### src/rtl/dual_port_sync_ram_pkg.sv
// Shared types and helpers for the simple dual-port synchronous RAM.
// Holds the sequencer state encoding, read-during-write mode codes and byte-lane merge.
package dual_port_sync_ram_pkg;

  typedef enum logic [0:0] {
    ST_INIT  = 1'b0,
    ST_READY = 1'b1
  } state_e;

  localparam int RDW_READ_FIRST  = 0;
  localparam int RDW_WRITE_FIRST = 1;

  // One byte lane of a byte-enabled write: the enabled lane takes new data, others keep old.
  function automatic logic [7:0] merge_byte(input logic [7:0] old_byte,
                                            input logic [7:0] new_byte,
                                            input logic       en);
    return en ? new_byte : old_byte;
  endfunction

endpackage

### src/rtl/dpram_clear_seq.sv
// Post-reset clear sequencer: sweeps every word to zero, then hands the array to the user ports.
//
// state    | meaning
// ---------+-----------------------------------------------------------
// ST_INIT  | clear sweep running; one word zeroed per cycle, ports ignored
// ST_READY | sweep done; user write/read ports own the array
module dpram_clear_seq
  import dual_port_sync_ram_pkg::*;
#(
  parameter int ADDR_WIDTH = 4,
  parameter int DEPTH      = 16
) (
  input  logic                  clk,
  input  logic                  rst,
  output logic                  init_busy,
  output logic [ADDR_WIDTH-1:0] clr_addr,
  output logic                  clr_we
);

  localparam logic [ADDR_WIDTH-1:0] LAST_ADDR = ADDR_WIDTH'(DEPTH - 1);

  state_e                state;
  logic [ADDR_WIDTH-1:0] clear_cnt;

  always_ff @(posedge clk or posedge rst) begin
    if (rst) begin
      state     <= ST_INIT;
      clear_cnt <= '0;
    end else if (state == ST_INIT) begin
      if (clear_cnt == LAST_ADDR) begin
        state     <= ST_READY;
        clear_cnt <= '0;
      end else begin
        clear_cnt <= clear_cnt + ADDR_WIDTH'(1);
      end
    end
  end

  assign init_busy = (state == ST_INIT);
  assign clr_we    = init_busy;
  assign clr_addr  = clear_cnt;

endmodule

### src/rtl/dual_port_sync_ram.sv
// Simple dual-port synchronous RAM with byte enables, selectable read-during-write and clear-on-reset.
// Define DPRAM_OUT_REG_EN to add a registered output stage (read latency 2 instead of 1).
module dual_port_sync_ram
  import dual_port_sync_ram_pkg::*;
#(
  parameter int DATA_WIDTH = 16,
  parameter int ADDR_WIDTH = 4,
  parameter int DEPTH      = 16,
  parameter int RDW_MODE   = 0
) (
  input  logic                    clk,
  input  logic                    rst,
  output logic                    init_busy,
  input  logic                    wr_en,
  input  logic [ADDR_WIDTH-1:0]   wr_addr,
  input  logic [DATA_WIDTH-1:0]   wr_data,
  input  logic [DATA_WIDTH/8-1:0] wr_be,
  input  logic                    rd_en,
  input  logic [ADDR_WIDTH-1:0]   rd_addr,
  output logic [DATA_WIDTH-1:0]   rd_data,
  output logic                    rd_valid
);

  localparam int BE_WIDTH = DATA_WIDTH / 8;
  localparam int IDX_W    = (DEPTH > 1) ? $clog2(DEPTH) : 1;
  localparam logic [ADDR_WIDTH:0] DEPTH_LIM = (ADDR_WIDTH + 1)'(DEPTH);

  logic [ADDR_WIDTH-1:0] clr_addr;
  logic                  clr_we;

  dpram_clear_seq #(
    .ADDR_WIDTH (ADDR_WIDTH),
    .DEPTH      (DEPTH)
  ) u_clear_seq (
    .clk       (clk),
    .rst       (rst),
    .init_busy (init_busy),
    .clr_addr  (clr_addr),
    .clr_we    (clr_we)
  );

  logic [DATA_WIDTH-1:0] mem [DEPTH];

  logic [IDX_W-1:0]      wr_idx;
  logic [IDX_W-1:0]      rd_idx;
  logic [IDX_W-1:0]      clr_idx;
  logic                  wr_in_range;
  logic                  rd_in_range;
  logic                  wr_hit;
  logic                  rd_ok;
  logic [DATA_WIDTH-1:0] wr_old;
  logic [DATA_WIDTH-1:0] wr_merged;
  logic [DATA_WIDTH-1:0] rd_word;

  assign wr_idx      = wr_addr[IDX_W-1:0];
  assign rd_idx      = rd_addr[IDX_W-1:0];
  assign clr_idx     = clr_addr[IDX_W-1:0];
  assign wr_in_range = ({1'b0, wr_addr} < DEPTH_LIM);
  assign rd_in_range = ({1'b0, rd_addr} < DEPTH_LIM);
  assign wr_hit      = wr_en & ~init_busy & wr_in_range;
  assign rd_ok       = rd_en & ~init_busy;
  assign wr_old      = mem[wr_idx];

  for (genvar b = 0; b < BE_WIDTH; b++) begin : g_lane
    assign wr_merged[8*b +: 8] = merge_byte(wr_old[8*b +: 8], wr_data[8*b +: 8], wr_be[b]);
  end

  // Array has no reset; the clear sweep owns the write port while init_busy is high.
  always_ff @(posedge clk) begin
    if (clr_we) begin
      mem[clr_idx] <= '0;
    end else if (wr_hit) begin
      mem[wr_idx] <= wr_merged;
    end
  end

  always_comb begin
    rd_word = mem[rd_idx];
    if (RDW_MODE == RDW_WRITE_FIRST && wr_hit && (wr_addr == rd_addr)) begin
      rd_word = wr_merged;
    end
  end

  logic [DATA_WIDTH-1:0] rd_data_a;
  logic                  rd_valid_a;

  always_ff @(posedge clk or posedge rst) begin
    if (rst) begin
      rd_data_a  <= '0;
      rd_valid_a <= 1'b0;
    end else begin
      rd_valid_a <= rd_ok;
      if (rd_ok) begin
        rd_data_a <= rd_in_range ? rd_word : '0;
      end
    end
  end

`ifdef DPRAM_OUT_REG_EN
  logic [DATA_WIDTH-1:0] rd_data_q;
  logic                  rd_valid_q;

  always_ff @(posedge clk or posedge rst) begin
    if (rst) begin
      rd_data_q  <= '0;
      rd_valid_q <= 1'b0;
    end else begin
      rd_valid_q <= rd_valid_a;
      if (rd_valid_a) begin
        rd_data_q <= rd_data_a;
      end
    end
  end

  assign rd_data  = rd_data_q;
  assign rd_valid = rd_valid_q;
`else
  assign rd_data  = rd_data_a;
  assign rd_valid = rd_valid_a;
`endif

endmodule
### config.mk
export PLATFORM = sky130hd
export DESIGN_NAME = dual_port_sync_ram
export DESIGN_NICKNAME = d
export VERILOG_FILES = /design/src/rtl/dual_port_sync_ram_pkg.sv /design/src/rtl/dpram_clear_seq.sv /design/src/rtl/dual_port_sync_ram.sv
export SDC_FILE = /design/constraint.sdc
export NUM_CORES = 1
export LEC_CHECK = 0
export BUFFER_PORTS_ARGS = -buffer_cell sky130_fd_sc_hd__buf_2
export CAP_MARGIN = 20
export CORE_MARGIN = 2
export CORE_UTILIZATION = 55
export DETAILED_ROUTE_END_ITERATION = 10
export MAX_ROUTING_LAYER = met4
export PLACE_DENSITY_LB_ADDON = 0.08
export SLEW_MARGIN = 20
export SYNTH_ARGS = -nofsm -noshare
export SYNTH_HDL_FRONTEND = slang
export SYNTH_SLANG_ARGS = --single-unit
### constraint.sdc
create_clock -name clk -period 3.9 [get_ports clk]
set_input_delay 0.39 -clock clk [delete_from_list [all_inputs] [get_ports clk]]
set_output_delay 0.39 -clock clk [all_outputs]
set_load 0.01 [all_outputs]
==> run_results.csv, run 1 <==
group,metric,value,unit
clock_tree,cts_setup_buffers,0,
clock_tree,cts_root_buffer,"clkbuf_16",
layout,nets,769,
layout,drive_above_1_share,0.1478,
route,drc_errors,0,
synthesis,ys_ff_latch,278,
sta,setup_violations,0,
sta,min_period,2811,ps
die,dieArea,21270,um^2
sta,fin_ws,1089,ps
layout,synthToLayoutAreaGrowth,12.22,%
synthesis,ys_seq_area_frac,0.7444,
clock_tree,htreeDepth,1,
place,dp_cells,973,
clock_tree,tritoncts,"yes",
route,wl_per_cell,23.70,um
die,die_y,145.9,um
synthesis,netlist_top_cells_count,"edfxtp_1, mux2i_1, nand2_1, a22oi_1",
clock_tree,numClockSinks,278,
place,placed_area,11530,um^2
sta,worstMarginPinSlew,883.8,ps
synthesis,ys_types,31,
critical_path,worstSetupPathType,"reg2reg",
global_routing,grt_first_pass_wirelength,36540,um
global_routing,grt_pass1_vias,6009,
route,ant_nets,0,
power_and_ir_drop,power.density,498.6,nW/um^2
critical_path,cp_max_fo,26,
global_routing,grt_max_degree,69,
route,drtIter0Drc,601,
synthesis,syn_area_per_cell,16.13,um^2
sta,timing.slew.headroom,0.4089,
sta,finalSetupTns,0,ps
synthesis,synth_most_common_cell,"edfxtp_1",
place,post-dp-hpwl,15690,um
synthesis,synth_area_leaders,"edfxtp_1, mux2i_1, dfrtp_1",
min_path,hold_path_class,"in2reg",
sta,rsz0062_at_grt,"no",
sta,finalHoldViolations,0,
synthesis,synth_top_area_share,0.6946,
status,outcome,"finished clean",
layout,fin_area,12420,um^2
route,drt-pass1-iter-count,5,
power_and_ir_drop,totalPowerFinal,6.192,mW
sta,skew,17.85,ps
route,post_drt_via_cell_ratio,5.912,
die,start_util,0.5649,
critical_path,cp-start-kind,"flip-flop",
place,place.gp.congestion,0.8474,
clock_tree,cts_hold_buffers,1,
synthesis,syn_area,11070,um^2
route,vias,6048,
global_routing,grt_overflow_total,0,
clock_tree,cts_resized,0,
global_routing,antenna_found_initial,0,
sta,fin_crit_sh,0.7208,
critical_path,arrival,2990,ps
die,core,19590,um^2
synthesis,synth_nets,717,
run,drv_cap,0,
layout,instances_no_fill,1023,
power_and_ir_drop,ir_drop,0.3864,mV
synthesis,ys.flop_type,"edfxtp_1",
sta,max_freq,0.3557,GHz
synthesis,yosysTopAreaCell,"edfxtp_1",
die,io_pins,48,
synthesis,syn-instance-count,686,
die,rows,51,
sta,drv_slew,0,
route,routed_wl,24250,um
layout,diodes,0,
critical_path,cp-end-kind,"flip-flop",
clock_tree,clock_path_buffers,3,
layout,fin_util,0.6340,
sta,whs,256.5,ps
power_and_ir_drop,p_leak,4.886,nW
place,dp_slack,1125,ps
clock_tree,clkLatencyLatePin,530,ps
global_routing,grt_util_all_layers,0.2365,
clock_tree,cts_buffers,27,
synthesis,async_reset_ff_frac,0.07914,
clock_tree,clkTransAtPathRegs,70,ps
synthesis,ys_warn_count,0,
critical_path,worst_ep_required_time,4080,ps
place,port_buffers,47,
synthesis,synth-edff-count,256,
die,die_width,145.9,um
-- metal layers --
layer | up-vias | part of all wire | global-route usage
met4 | 0 | 0.018 | 0.05294
met2 | 240 | 0.46 | 0.3455
li1 | 2736 | - | -
met5 | - | 0 | -
met3 | 33 | 0.064 | 0.04138
met1 | 3039 | 0.46 | 0.3528
-- critical path, stage by stage, from the launching register on --
cell and delay, ps:
dfrtp_1 530, o211a_1 690, nor3_1 120, a31oi_2 730
nor2_1 400
-- logic make-up (layout without fill, tap and decap cells) --
logic type                 Yosys count  in the layout  share of synthesized area
muxes                              131            131                     0.1198
xor gates and xnor gates             1              1                  0.0007916
DFF                                278            278                     0.7444
and+or+nand+nor                    171            171                    0.07134
buffers and inverters               43            115                    0.02103
AOI/OAI and AO/OA                   61             61                    0.04149
adders and majority gates            1              1                   0.001130
-- state kept, by name, summed over array words and instances, names as in the netlist --
register and cells:
mem 256, rd_valid 1, u_clear_seq.state 1, rd_data 16, u_clear_seq.clr_addr 4
-- power by group --
part / switching [mW] / internal [mW] / leakage, nW
clock: 1.04 / 1.51 / 0.436
combinational: 0.235 / 0.112 / 1.47
sequential: 0.0131 / 3.29 / 2.98
-- layout make-up --
class / instances / area, um^2
flip-flops and latches: 278 / 8238
fillers: 1421 / 7171
multi-input cells: 365 / 2609
clock buffers: 35 / 725.7
repair buffers: 60 / 341.6
well taps: 265 / 331.6
clock inverters: 14 / 151.4
inverters: 6 / 22.52
-- final timing paths --
path | startpoint | to | slack, ps | cells past startpoint
max in group asynchronous | rst | rd_data[0] | 3130 | 4
setup reg to reg | u_clear_seq.state | mem[12][0] | 1090 | 4
hold reg to reg | rd_data[10] | rd_data[10] | 470 | 2
setup / recovery | u_clear_seq.state | mem[12][0] | 1090 | 4
min in group asynchronous | rst | u_clear_seq.clr_addr[2] | 480 | 4
hold / removal | rd_addr[3] | rd_data[13] | 260 | 4
-- cells in the final DEF (no fill, tap or decap), types with 2 or more instances in the layout --
master	netlist	routed
inv_1	6	6
dfrtp_1	22	22
nor2_1	35	34
nand3_1	35	35
a31oi_2	3	3
o22ai_1	2	2
edfxtp_1	256	256
clkbuf_1	11	6
buf_2	15	46
bufinv_16	0	3
mux2_2	2	2
buf_4	8	12
clkbuf_8	0	2
clkinv_2	0	9
nand2_1	60	60
nand4_1	16	16
clkbuf_16	0	27
nor3b_1	2	2
and2_1	17	17
a22oi_1	48	48
o21ai_0	4	4
mux2i_1	128	128
Power figures use the tool's default switching activity.
==> run 2, diff against run 1 <==
--- a/config.mk
+++ b/config.mk
@@ -5,6 +5,7 @@
 export SDC_FILE = /design/constraint.sdc
 export NUM_CORES = 1
 export LEC_CHECK = 0
+export ABC_AREA = 1
 export BUFFER_PORTS_ARGS = -buffer_cell sky130_fd_sc_hd__buf_2
 export CAP_MARGIN = 20
 export CORE_MARGIN = 2
==> constraint.sdc (replaced) <==
create_clock -name clk -period 2.6 [get_ports clk]
set_input_delay 0.26 -clock clk [delete_from_list [all_inputs] [get_ports clk]]
set_output_delay 0.26 -clock clk [all_outputs]
set_load 0.01 [all_outputs]
==> run_results.csv, run 2 <==
group,metric,value,unit
status,outcome,"finished clean",
clock_tree,tritoncts,"yes",
route,drc_errors,0,
clock_tree,htreeDepth,1,
synthesis,syn_area,11470,um^2
die,rows,52,
die,core,20360,um^2
layout,diodes,0,
die,die_y,148.4,um
synthesis,synth_most_common_cell,"nand2_1",
synthesis,synth_top_area_share,0.6704,
critical_path,worst_ep_required_time,2760,ps
layout,synthToLayoutAreaGrowth,14.55,%
synthesis,ys_ff_latch,278,
critical_path,crit_end,"mem[3][14]",
synthesis,ys_types,19,
power_and_ir_drop,p_comb_frac,0.068,
sta,whs,184.4,ps
clock_tree,cts_buffers,28,
place,placed_area,12280,um^2
critical_path,worstSetupStartpoint,"u_clear_seq.state",
sta,min_period,2255,ps
clock_tree,cts_root_buffer,"clkbuf_16",
critical_path,crit_family,"simple AND/OR/NAND/NOR gates",
route,post_drt_via_cell_ratio,5.431,
clock_tree,clkLatencyLatePin,530,ps
critical_path,cp_max_fo,9,
power_and_ir_drop,power.density,705.5,nW/um^2
layout,largest_reg_flops,256,
route,wl_per_cell,18.74,um
critical_path,cp-end-kind,"flip-flop",
synthesis,ys_warn_count,0,
die,io_pins,48,
route,ant_nets,0,
sta,finalSetupTns,0,ps
global_routing,antenna_found_initial,0,
critical_path,ff2ff_path_depth,8,
critical_path,r2r_start,"u_clear_seq.state",
route,drt-pass1-iter-count,5,
critical_path,regToRegSetupSlack,350,ps
place,post-dp-hpwl,16910,um
die,die_width,148.4,um
synthesis,synth_area_leaders,"edfxtp_1, nand2_1, nand3_1",
die,dieArea,22020,um^2
synthesis,synth_nets,1077,
critical_path,worstSetupPathType,"reg2reg",
synthesis,async_reset_ff_frac,0.07914,
power_and_ir_drop,p_int,7.228,mW
layout,nets,1159,
critical_path,reg2reg_to,"mem[3][14]",
critical_path,path_common_cell,"nand2_1",
power_and_ir_drop,p_sw,2.040,mW
sta,max_freq,0.4435,GHz
power_and_ir_drop,pwr-share-clk,0.399,
sta,rsz0062_at_grt,"no",
sta,timing.slew.headroom,0.4510,
clock_tree,clock_path_buffers,3,
die,start_util,0.5631,
synthesis,synth-edff-count,256,
global_routing,grt_first_pass_wirelength,40880,um
clock_tree,numClockSinks,278,
run,drv_cap,0,
synthesis,ys_seq_area_frac,0.7184,
power_and_ir_drop,p_leak,5.464,nW
sta,setup_violations,0,
power_and_ir_drop,power_frac_seq,0.533,
synthesis,syn-instance-count,1046,
global_routing,grt_util_all_layers,0.2527,
layout,fin_area,13140,um^2
critical_path,cp_cell_sequence,"nand2_2 -> nor2_4 -> nand2_1 -> o21ai_2 -> inv_2 -> nor2_2 -> nand2_1 -> nor2_1",
sta,skew,17.36,ps
sta,finalHoldViolations,0,
global_routing,grt_pass1_vias,7325,
critical_path,crit_slowest_cell,"nor2_1",
place,place.gp.congestion,0.8572,
synthesis,ys.flop_type,"edfxtp_1",
synthesis,netlist_top_cells_count,"nand2_1, edfxtp_1, nand3_1, nor2_1, buf_2",
synthesis,syn_area_per_cell,10.96,um^2
place,port_buffers,47,
layout,drive_above_1_share,0.1410,
layout,mostFrequentLayoutCells,"nand2_1, edfxtp_1, nand3_1",
sta,drv_slew,0,
synthesis,yosysTopAreaCell,"edfxtp_1",
power_and_ir_drop,ir_drop,0.4285,mV
critical_path,cp-start-kind,"flip-flop",
sta,fin_crit_sh,0.8672,
global_routing,grt_max_degree,129,
global_routing,grt_overflow_total,0,
critical_path,cp_num_buf_inv,1,
min_path,hold_path_class,"in2reg",
critical_path,slowest_delay,480,ps
layout,regMostFlops,"mem",
route,drtIter0Drc,662,
critical_path,arrival,2410,ps
power_and_ir_drop,sw_frac_of_total,0.2201,
route,vias,7706,
route,routed_wl,26590,um
layout,layout_commonest_cell,"nand2_1",
clock_tree,cts_setup_buffers,0,
sta,worstMarginPinSlew,822.5,ps
clock_tree,clkTransAtPathRegs,60,ps
power_and_ir_drop,totalPowerFinal,9.268,mW
critical_path,cp_num_cells,8,
-- run 2: cell types whose count changed after synthesis, moves of 5 or more --
| cell | change |
|---|---|
| inv_2 | +5 |
| nand4_1 | -16 |
| and2_1 | -17 |
| nor2_2 | +6 |
| buf_4 | -8 |
| mux2i_1 | -128 |
| inv_1 | +22 |
| nand3_1 | +160 |
| nor2_1 | +17 |
| buf_2 | +16 |
| clkbuf_1 | +7 |
| nand2_1 | +353 |
| a22oi_1 | -48 |
| buf_1 | +7 |
-- run 2: timing repair --
action / 4_1_cts / 5_1_grt
gates resized for setup: 0 / 0
hold buffers: 1 / 0
endpoints found under the hold margin: 22 / 0
-- run 2: worst register-to-register path, stage by stage (launching register included) --
cell and delay (ps):
dfrtp_1 430, nand2_2 90, nor2_4 290, nand2_1 130, o21ai_2 140, inv_2 70, nor2_2 150, nand2_1 110
nor2_1 480
-- run 2: how the worst min path moves through the flow --
stage                        endpoint       start  cells past startpoint
after floorplan            rd_data[0]         rst                      1
after global placement     rd_data[9]         rst                      2
after detailed placement   rd_data[3]  rd_data[3]                      2
after CTS                 rd_data[14]       rd_en                      5
after global routing      rd_data[11]       rd_en                      5
final                     rd_data[14]       rd_en                      5
-- run 2: power by group through the flow --
stage | sequential [mW] | clock [mW] | combinational, mW
floorplan | 5.05 | 0 | 0.356
global placement | 5.03 | 0 | 0.621
detailed placement | 5.03 | 0 | 0.627
CTS | 4.94 | 3.75 | 0.631
global route | 4.94 | 3.93 | 0.701
finish | 4.94 | 3.69 | 0.634
-- run 2: kinds of logic (layout without fill, tap and decap cells) --
group / Yosys count / after routing / synth area share
buf+inv: 90 / 193 / 0.03284
fa+ha+maj: 1 / 1 / 0.001091
flops: 278 / 278 / 0.7184
simple gates: 668 / 668 / 0.2421
xor+xnor: 1 / 1 / 0.0007639
compound gates: 8 / 8 / 0.004801
-- run 2: layout make-up --
cell class              instances  area [um^2]
clock buffers                  35        748.2
inverters                      34        128.9
clock inverters                16        95.09
fillers                      1624         7228
flip-flops and latches        278         8238
repair buffers                108        735.7
well taps                     270        337.8
multi-input cells             678         2853
-- run 2: through the flow --
step,setup slack [ps],cells,util
2_1_floorplan,695.7,1046,-
3_3_place_gp,462.7,1367,0.6032
4_1_cts,339.4,1419,0.6451
5_1_grt,166.1,1419,0.6451
3_5_place_dp,403.8,1367,0.6032
6_report,345.2,1419,0.6451
-- run 2: routing by layer --
| metal | part of all wire | wire length [um] | track usage |
|---|---|---|---|
| met3 | 0.073 | 1943 | 0.03896 |
| met4 | 0.015 | 401 | 0.05619 |
| met5 | 0 | 0 | - |
| met1 | 0.45 | 12090 | 0.3713 |
| met2 | 0.46 | 12150 | 0.3799 |
==> run 3, diff against run 2 <==
--- a/config.mk
+++ b/config.mk
@@ -9,7 +9,7 @@
 export BUFFER_PORTS_ARGS = -buffer_cell sky130_fd_sc_hd__buf_2
 export CAP_MARGIN = 20
 export CORE_MARGIN = 2
-export CORE_UTILIZATION = 55
+export CORE_UTILIZATION = 60
 export DETAILED_ROUTE_END_ITERATION = 10
 export MAX_ROUTING_LAYER = met4
 export PLACE_DENSITY_LB_ADDON = 0.08
==> run_results.csv, run 3 (synthesized netlist as in run 2, its figures left out) <==
group,metric,value,unit
die,start_util,0.6130,
die,die_y,142.2,um
min_path,hold_path_class,"in2reg",
layout,drive_above_1_share,0.1358,
global_routing,grt_first_pass_wirelength,40230,um
die,die_width,142.2,um
route,post_drt_via_cell_ratio,5.593,
power_and_ir_drop,power.density,715.2,nW/um^2
critical_path,slowest_delay,530,ps
sta,timing.slew.headroom,0.3117,
clock_tree,cts_root_buffer,"clkbuf_16",
critical_path,cp-end-kind,"flip-flop",
critical_path,cp_cell_sequence,"nand2_2 -> nor2_4 -> buf_4 -> o21ai_2 -> nor2_1 -> nand2_1 -> nor2_1",
global_routing,grt_overflow_total,0,
sta,setup_violations,0,
layout,fin_util,0.6984,
sta,finalSetupTns,0,ps
place,dp_slack,376.3,ps
die,io_pins,48,
clock_tree,numClockSinks,278,
route,dr.max_layer_used,"met4",
clock_tree,cts_resized,0,
place,place.gp.congestion,0.8714,
critical_path,cp_num_buf_inv,1,
layout,mostFrequentLayoutCells,"nand2_1, edfxtp_1, nand3_1",
layout,synthToLayoutAreaGrowth,13.92,%
route,wl_per_cell,18.91,um
sta,skew,9.832,ps
global_routing,grt_util_all_layers,0.2706,
route,wl_met3,1791,um
sta,fin_ws,360.4,ps
sta,rsz0062_at_grt,"no",
critical_path,cp_max_fo,8,
sta,fin_crit_sh,0.8614,
critical_path,worstSetupPathType,"reg2reg",
route,route.met2.wl,11960,um
layout,nets,1153,
clock_tree,cts_setup_buffers,0,
clock_tree,clock_path_buffers,3,
route,drt-pass1-iter-count,5,
run,drv_cap,0,
clock_tree,htreeDepth,1,
layout,regMostFlops,"mem",
critical_path,path_common_cell,"nor2_1",
route,routed_wl,26010,um
clock_tree,tritoncts,"yes",
layout,diodes,0,
clock_tree,cts_buffers,28,
sta,max_freq,0.4465,GHz
die,dieArea,20230,um^2
power_and_ir_drop,p_leak,5.435,nW
sta,finalHoldViolations,0,
status,outcome,"finished clean",
clock_tree,cts_hold_buffers,1,
clock_tree,clkTransAtPathRegs,60,ps
critical_path,cp-start-kind,"flip-flop",
layout,layout_commonest_cell,"nand2_1",
sta,drv_slew,0,
critical_path,crit_family,"simple AND/OR/NAND/NOR gates",
route,drtIter0Drc,752,
global_routing,antenna_found_initial,0,
place,port_buffers,47,
route,vias,7690,
layout,largest_reg_flops,256,
critical_path,arrival,2410,ps
critical_path,worst_ep_required_time,2770,ps
global_routing,grt_max_degree,129,
global_routing,grt_pass1_vias,7256,
place,post-dp-hpwl,15930,um
sta,worstMarginPinSlew,1029,ps
route,m1WireLength,11840,um
route,ant_nets,0,
sta,min_period,2240,ps
die,core,18710,um^2
power_and_ir_drop,ir_drop,0.5555,mV
route,drc_errors,0,
clock_tree,clkLatencyLatePin,530,ps
critical_path,crit_slowest_cell,"nor2_1",
die,rows,50,
[run 3: power by group]
part,total [mW],internal [mW],switching [mW]
clock network,3.78,2.21,1.57
logic,0.619,0.178,0.441
registers,4.94,4.93,0.0148
total,9.34,7.32,2.02
[run 3: stage by stage]
stage               std cells  hold WS, ps  power, mW  cell area (um^2)
floorplan                1046        249.2      5.405             11470
global placement         1325        445.1      5.639             12190
detailed placement       1325        453.5      5.648             12190
CTS                      1375        228.7      9.386             13060
global route             1375        253.6      9.629             13060
finish                   1375        232.3      9.343             13060
[run 3: worst paths after layout]
path	startpoint	end	slack (ps)	cells after the start
min in group asynchronous	rst	rd_data[6]	430	3
worst min-delay path	rd_en	rd_data[11]	230	5
worst min register to register	rd_data[1]	rd_data[1]	470	2
max in group asynchronous	rst	u_clear_seq.clr_addr[3]	1670	3
worst max register to register	u_clear_seq.state	mem[11][12]	360	7
worst max-delay path	u_clear_seq.state	mem[11][12]	360	7
[run 3: cell type report]
class / count / area (um^2)
sequential: 278 / 8238
fill: 1371 / 5642
multi-input combinational: 678 / 2853
clock buffer: 42 / 804.5
timing repair buffer: 102 / 690.7
tap: 234 / 292.8
inverter: 34 / 128.9
clock inverter: 7 / 56.30
[run 3: worst reg2reg max path, cell delays in order, from the launching register on]
cell,delay [ps]
dfrtp_1,430
nand2_2,90
nor2_4,150
buf_4,190
o21ai_2,90
nor2_1,280
nand2_1,120
nor2_1,530
[run 3: layer usage]
layer  track usage  vias to the layer above
met3       0.03331                       30
li1              -                     3692
met5             -                        -
met2        0.4040                      306
met4       0.06842                        0
met1        0.4033                     3662
